File: src/rtl/redux_mc.sv
// Multi-cycle 8-bit-instruction accumulator core: FETCH -> EXEC -> (MEM) -> FETCH,
// four DATA_W registers, request/acknowledge instruction and data ports.
module redux_mc #(
  parameter int DATA_W = 8,
  parameter int ADDR_W = 8
) (
  input  logic              clk,
  input  logic              rst,
  output logic              imem_req,
  output logic [ADDR_W-1:0] imem_addr,
  input  logic              imem_ack,
  input  logic [7:0]        imem_rdata,
  output logic              dmem_req,
  output logic              dmem_we,
  output logic [ADDR_W-1:0] dmem_addr,
  output logic [DATA_W-1:0] dmem_wdata,
  input  logic              dmem_ack,
  input  logic [DATA_W-1:0] dmem_rdata,
  output logic              retire,
  output logic              halted
);

  localparam logic [1:0] S_FETCH = 2'd0;
  localparam logic [1:0] S_EXEC  = 2'd1;
  localparam logic [1:0] S_MEM   = 2'd2;
  localparam logic [1:0] S_HALT  = 2'd3;

  localparam logic [3:0] OP_BRZR = 4'h0;
  localparam logic [3:0] OP_JI   = 4'h1;
  localparam logic [3:0] OP_LD   = 4'h2;
  localparam logic [3:0] OP_ST   = 4'h3;
  localparam logic [3:0] OP_ADDI = 4'h4;
  localparam logic [3:0] OP_NOT  = 4'h5;
  localparam logic [3:0] OP_ADD  = 4'h6;
  localparam logic [3:0] OP_SUB  = 4'h7;
  localparam logic [3:0] OP_AND  = 4'h8;
  localparam logic [3:0] OP_OR   = 4'h9;
  localparam logic [3:0] OP_XOR  = 4'hA;
  localparam logic [3:0] OP_SLR  = 4'hB;
  localparam logic [3:0] OP_SRR  = 4'hC;
  localparam logic [3:0] OP_HALT = 4'hF;

  // Register values used as addresses are truncated or zero-extended to ADDR_W.
  function automatic logic [ADDR_W-1:0] to_addr(input logic [DATA_W-1:0] v);
    logic [31:0] wide;
    wide = 32'(v);
    return wide[ADDR_W-1:0];
  endfunction

  function automatic logic signed [DATA_W-1:0] sext_data(input logic [3:0] imm);
    return DATA_W'(signed'(imm));
  endfunction

  function automatic logic signed [ADDR_W-1:0] sext_addr(input logic [3:0] imm);
    return ADDR_W'(signed'(imm));
  endfunction

  logic [1:0]        state;
  logic [ADDR_W-1:0] pc;
  logic [7:0]        ir;
  logic [DATA_W-1:0] regs [4];

  logic [3:0]        opcode;
  logic [1:0]        ra;
  logic [1:0]        rb;
  logic [DATA_W-1:0] rav;
  logic [DATA_W-1:0] rbv;
  logic [DATA_W-1:0] alu_res;
  logic [ADDR_W-1:0] pc_inc;
  logic              is_mem_op;

  assign opcode    = ir[7:4];
  assign ra        = ir[3:2];
  assign rb        = ir[1:0];
  assign rav       = regs[ra];
  assign rbv       = regs[rb];
  assign pc_inc    = pc + ADDR_W'(1);
  assign is_mem_op = (opcode == OP_LD) || (opcode == OP_ST);

  always_comb begin
    alu_res = rav;
    case (opcode)
      OP_NOT:  alu_res = ~rbv;
      OP_ADD:  alu_res = rav + rbv;
      OP_SUB:  alu_res = rav - rbv;
      OP_AND:  alu_res = rav & rbv;
      OP_OR:   alu_res = rav | rbv;
      OP_XOR:  alu_res = rav ^ rbv;
      OP_SLR:  alu_res = rav << rbv[2:0];
      OP_SRR:  alu_res = rav >> rbv[2:0];
      default: alu_res = rav;
    endcase
  end

  always_ff @(posedge clk) begin
    if (rst) begin
      state <= S_FETCH;
      pc    <= '0;
      ir    <= '0;
      for (int i = 0; i < 4; i++) regs[i] <= '0;
    end else begin
      case (state)
        S_FETCH: begin
          if (imem_ack) begin
            ir    <= imem_rdata;
            state <= S_EXEC;
          end
        end
        S_EXEC: begin
          state <= S_FETCH;
          pc    <= pc_inc;
          case (opcode)
            OP_BRZR: pc <= (rav == '0) ? to_addr(rbv) : pc_inc;
            OP_JI:   pc <= pc + sext_addr(ir[3:0]);
            OP_LD, OP_ST: begin
              pc    <= pc;
              state <= S_MEM;
            end
            OP_ADDI: regs[0] <= regs[0] + sext_data(ir[3:0]);
            OP_NOT, OP_ADD, OP_SUB, OP_AND, OP_OR, OP_XOR, OP_SLR, OP_SRR:
              regs[ra] <= alu_res;
            OP_HALT: begin
              pc    <= pc;
              state <= S_HALT;
            end
            default: ;
          endcase
        end
        S_MEM: begin
          if (dmem_ack) begin
            if (opcode == OP_LD) regs[ra] <= dmem_rdata;
            pc    <= pc_inc;
            state <= S_FETCH;
          end
        end
        default: ;
      endcase
    end
  end

  assign imem_req   = (state == S_FETCH);
  assign imem_addr  = pc;
  assign dmem_req   = (state == S_MEM);
  assign dmem_we    = (state == S_MEM) && (opcode == OP_ST);
  assign dmem_addr  = to_addr(rbv);
  assign dmem_wdata = rav;
  assign halted     = (state == S_HALT);

  // A completion that coincides with reset is abandoned, so it does not retire.
  always_comb begin
    retire = 1'b0;
    if (!rst) begin
      if (state == S_EXEC) retire = !is_mem_op;
      else if (state == S_MEM) retire = dmem_ack;
    end
  end

endmodule

File: config.mk
export PLATFORM = sky130hd
export DESIGN_NAME = redux_mc
export DESIGN_NICKNAME = d
export VERILOG_FILES = /design/src/rtl/redux_mc.sv
export SDC_FILE = /design/constraint.sdc
export NUM_CORES = 1
export LEC_CHECK = 0
export BUFFER_PORTS_ARGS = -buffer_cell sky130_fd_sc_hd__buf_2
export CORE_ASPECT_RATIO = 0.6
export CORE_MARGIN = 3
export CORE_UTILIZATION = 56
export CTS_BUF_LIST = sky130_fd_sc_hd__clkbuf_2 sky130_fd_sc_hd__clkbuf_4 sky130_fd_sc_hd__clkbuf_8
export CTS_CLUSTER_DIAMETER = 120
export DETAILED_ROUTE_END_ITERATION = 6
export GPL_ROUTABILITY_DRIVEN = 0
export GPL_TIMING_DRIVEN = 0
export PLACE_DENSITY = 0.77
export SETUP_SLACK_MARGIN = 0.5
export SLEW_MARGIN = 20
export SYNTH_ARGS = -nofsm -noshare
export SYNTH_HDL_FRONTEND = slang
export SYNTH_SLANG_ARGS = --single-unit
File: constraint.sdc
create_clock -name clk -period 4.05 [get_ports clk]
set_input_delay 0.81 -clock clk [delete_from_list [all_inputs] [get_ports clk]]
set_output_delay 0.81 -clock clk [all_outputs]
set_load 0.02 [all_outputs]
==> reports/metrics.yaml <==
rsz0062_at_grt: "yes"
grt_usage_pct: 31.78
grt.overflow.total: 0
clock_sinks: 54
path_cells: "buf_6, mux4_2, buf_4, or3_4, nand2_1, xnor2_1, ha_1, o211ai_1, nand3b_1, o41ai_2, xnor3_1, a211oi_4, nor3_1"
nFillCells: 698
vdd_drop_max_mv: 0.1375
dr_total_vias: 5004
io-pin-count: 49
drt_iter0_markers: 697
final_cells: 749
drcViolationCount: 0
dr.pass1.iters: 6
critPathMaxFanout: 5
post_drt_wl_per_cell_um: 21.54
finalSetupViolations: 0
synth-seq-cells: 54
hold_ws_ns: 0.5448
synthXorXnorAreaFrac_pct: 4.998
ys_types: 69
cp-end-kind: "flip-flop"
yosysMostFrequentCell: "nor2_1"
cts_hold_buf: 0
die_w_um: 128.1
cp.required_ns: 4.10
die_h_um: 79.25
dieArea_sq_um: 10150
cts_buffer_depth: 2
syn_to_final_growth_pct: 17.67
grt_pass1_vias: 4564
synth_seq_area_share_pct: 27.99
routed_wl_um: 16130
synth.area.mux_share_pct: 12.69
rows: 26
numCtsBuffers: 5
hold_class: "reg2reg"
antenna_found_initial: 0
drive_above_1_share_pct: 23.70
async_reset_ff_share_pct: 0
path_class: "reg2reg"
antenna_cells: 0
synth_top_family_by_area: "compound AO/OA/AOI/OAI gates"
synthCells: 561
worst_ep_arrival_time_ns: 3.77
viasPerCell: 6.681
core_area_sq_um: 8588
synth-adder-area-share_pct: 11.19
port_buffers: 48
fmax_mhz: 269.3
clock_skew_ns: 0.007968
maxCapViolations: 0
syn-num-nets: 624
period_minus_slack_ns: 3.714
root_buffer: "clkbuf_8"
cts_tree: "built"
worstSetupStartpointType: "flip-flop"
drv_slew: 0
period_share_pct: 91.70
clk_pin_slew_ns: 0.10
synth.area.top_cells: "edfxtp_1 (19%), ha_1 (10%), dfxtp_1 (8.8%)"
final_nets: 699
ant_nets: 0
synth_area_sq_um: 5007
dp_hpwl_um: 11660
leakagePower_nw: 2.446
hold_violations: 0
synth.avg_cell_area_sq_um: 8.926
grt_pass1_wl_um: 24800
tightest_slew_ns: 1.035
insertion_delay_ns: 0.33
start_util_pct: 58.30
synth.top_cell.area_share_pct: 19.19
post-route-util_pct: 68.60
synth_edf_count: 32
crit_slowest_cell: "mux4_2"
cpPeakStageDelay_ns: 0.55
synth_flop_cell: "edfxtp_1"
yosysWarnings: 0
tns_ns: 0
synth_simple_gate_area_share_pct: 18.87
p_per_area_nw_per_um2: 288.8
h-tree-depth: 2
grt_max_degree: 17
synth_common_cells: "nor2_1 (61), nand2_1 (50), a21oi_1 (42)"
slew_headroom_pct: 30.88
dp.cells: 721
synth_compound_area_share_pct: 18.89
synth_top_area_cell: "edfxtp_1"
status: "complete, no violations"
[layout by cell type (no fill, tap or decap), drive strengths merged, types with 5 or more instances in the layout]
master	n
a211oi	9
a21oi	43
and2	6
buf	76
clkbuf	29
dfxtp	22
edfxtp	32
ha	40
inv	29
mux2	5
mux2i	17
mux4	18
nand2	50
nand2b	12
nand3	9
nor2	61
nor2b	8
nor3	16
o211ai	12
o21ai	26
xnor2	18
xor2	8
[critical path: cells and delay by family (launching register included)]
family | cells | cell delay, ns
DFF | 1 | 0.34
xor gates and xnor gates | 2 | 0.45
AOI/OAI and AO/OA | 3 | 0.76
adders and majority gates | 1 | 0.29
muxes | 1 | 0.55
and+or+nand+nor | 4 | 0.77
buffers and inverters | 2 | 0.31
[where the power goes]
group	leakage, nW	total (W)	internal [W]	switching, W
combinational	1.88	0.000682	0.000284	0.000398
sequential	0.512	0.000631	0.000604	0.0000266
clock	0.0548	0.000388	0.000192	0.000197
total	2.45	0.00170	0.00108	0.000621
[stage by stage]
step	setup slack (ns)	power [W]	instance area [sq um]
final	0.3363	0.001701	5892
after global routing	0.1613	0.001768	5892
after CTS	0.2268	0.001648	5776
after detailed placement	-0.3352	0.001211	5413
after global placement	-0.2423	0.001192	5406
after floorplan	0.5005	0.001053	5026
[metal layers]
layer	up-vias	global-route usage (%)	routed length [um]	part of all wire [%]
met5	-	0	0	0
met4	0	7.097	289	1.8
met3	34	12.30	2499	15
met2	372	44.57	6651	41
met1	2368	46.15	6694	41
li1	2230	-	-	-
[what timing repair did]
action                                 in CTS  in global routing
buffers inserted                           17                  3
endpoints found under the hold margin       0                  0
gates cloned                                0                  0
gates resized for setup                    34                 26
setup endpoints to repair                  28                 60
pin swaps                                  16                 11
[registers in the layout, summed over array words and instances, names as in the netlist, named ones only]
register,cells
imem_addr,8
state,2
regs,32
ir,8
[kinds of logic (layout without fill, tap and decap cells)]
| family | after synthesis | count (layout) |
|---|---|---|
| xor gates and xnor gates | 27 | 27 |
| AOI/OAI and AO/OA | 141 | 141 |
| muxes | 40 | 40 |
| buffers and inverters | 63 | 139 |
| DFF | 54 | 54 |
| adders and majority gates | 43 | 43 |
| and+or+nand+nor | 193 | 193 |
[cell type report]
| cell class | instances | area, sq um | share of cell area [%] |
|---|---|---|---|
| inverter | 32 | 137.6 | 2.336 |
| timing repair buffer | 68 | 390.4 | 6.626 |
| buffer | 31 | 206.4 | 3.504 |
| tap | 112 | 140.1 | 2.378 |
| sequential | 54 | 1403 | 23.81 |
| multi-input combinational | 444 | 3501 | 59.42 |
| clock inverter | 2 | 37.54 | 0.6371 |
| clock buffer | 6 | 76.32 | 1.295 |
[final timing paths]
check / from / cells after the start / to / slack [ns]
setup reg to reg: flip-flop / 13 / regs[0][7] / 0.34
hold / removal: state[0] / 2 / state[0] / 0.54
hold reg to reg: state[0] / 2 / state[0] / 0.54
setup / recovery: flip-flop / 13 / regs[0][7] / 0.34
Power figures use the tool's default switching activity.
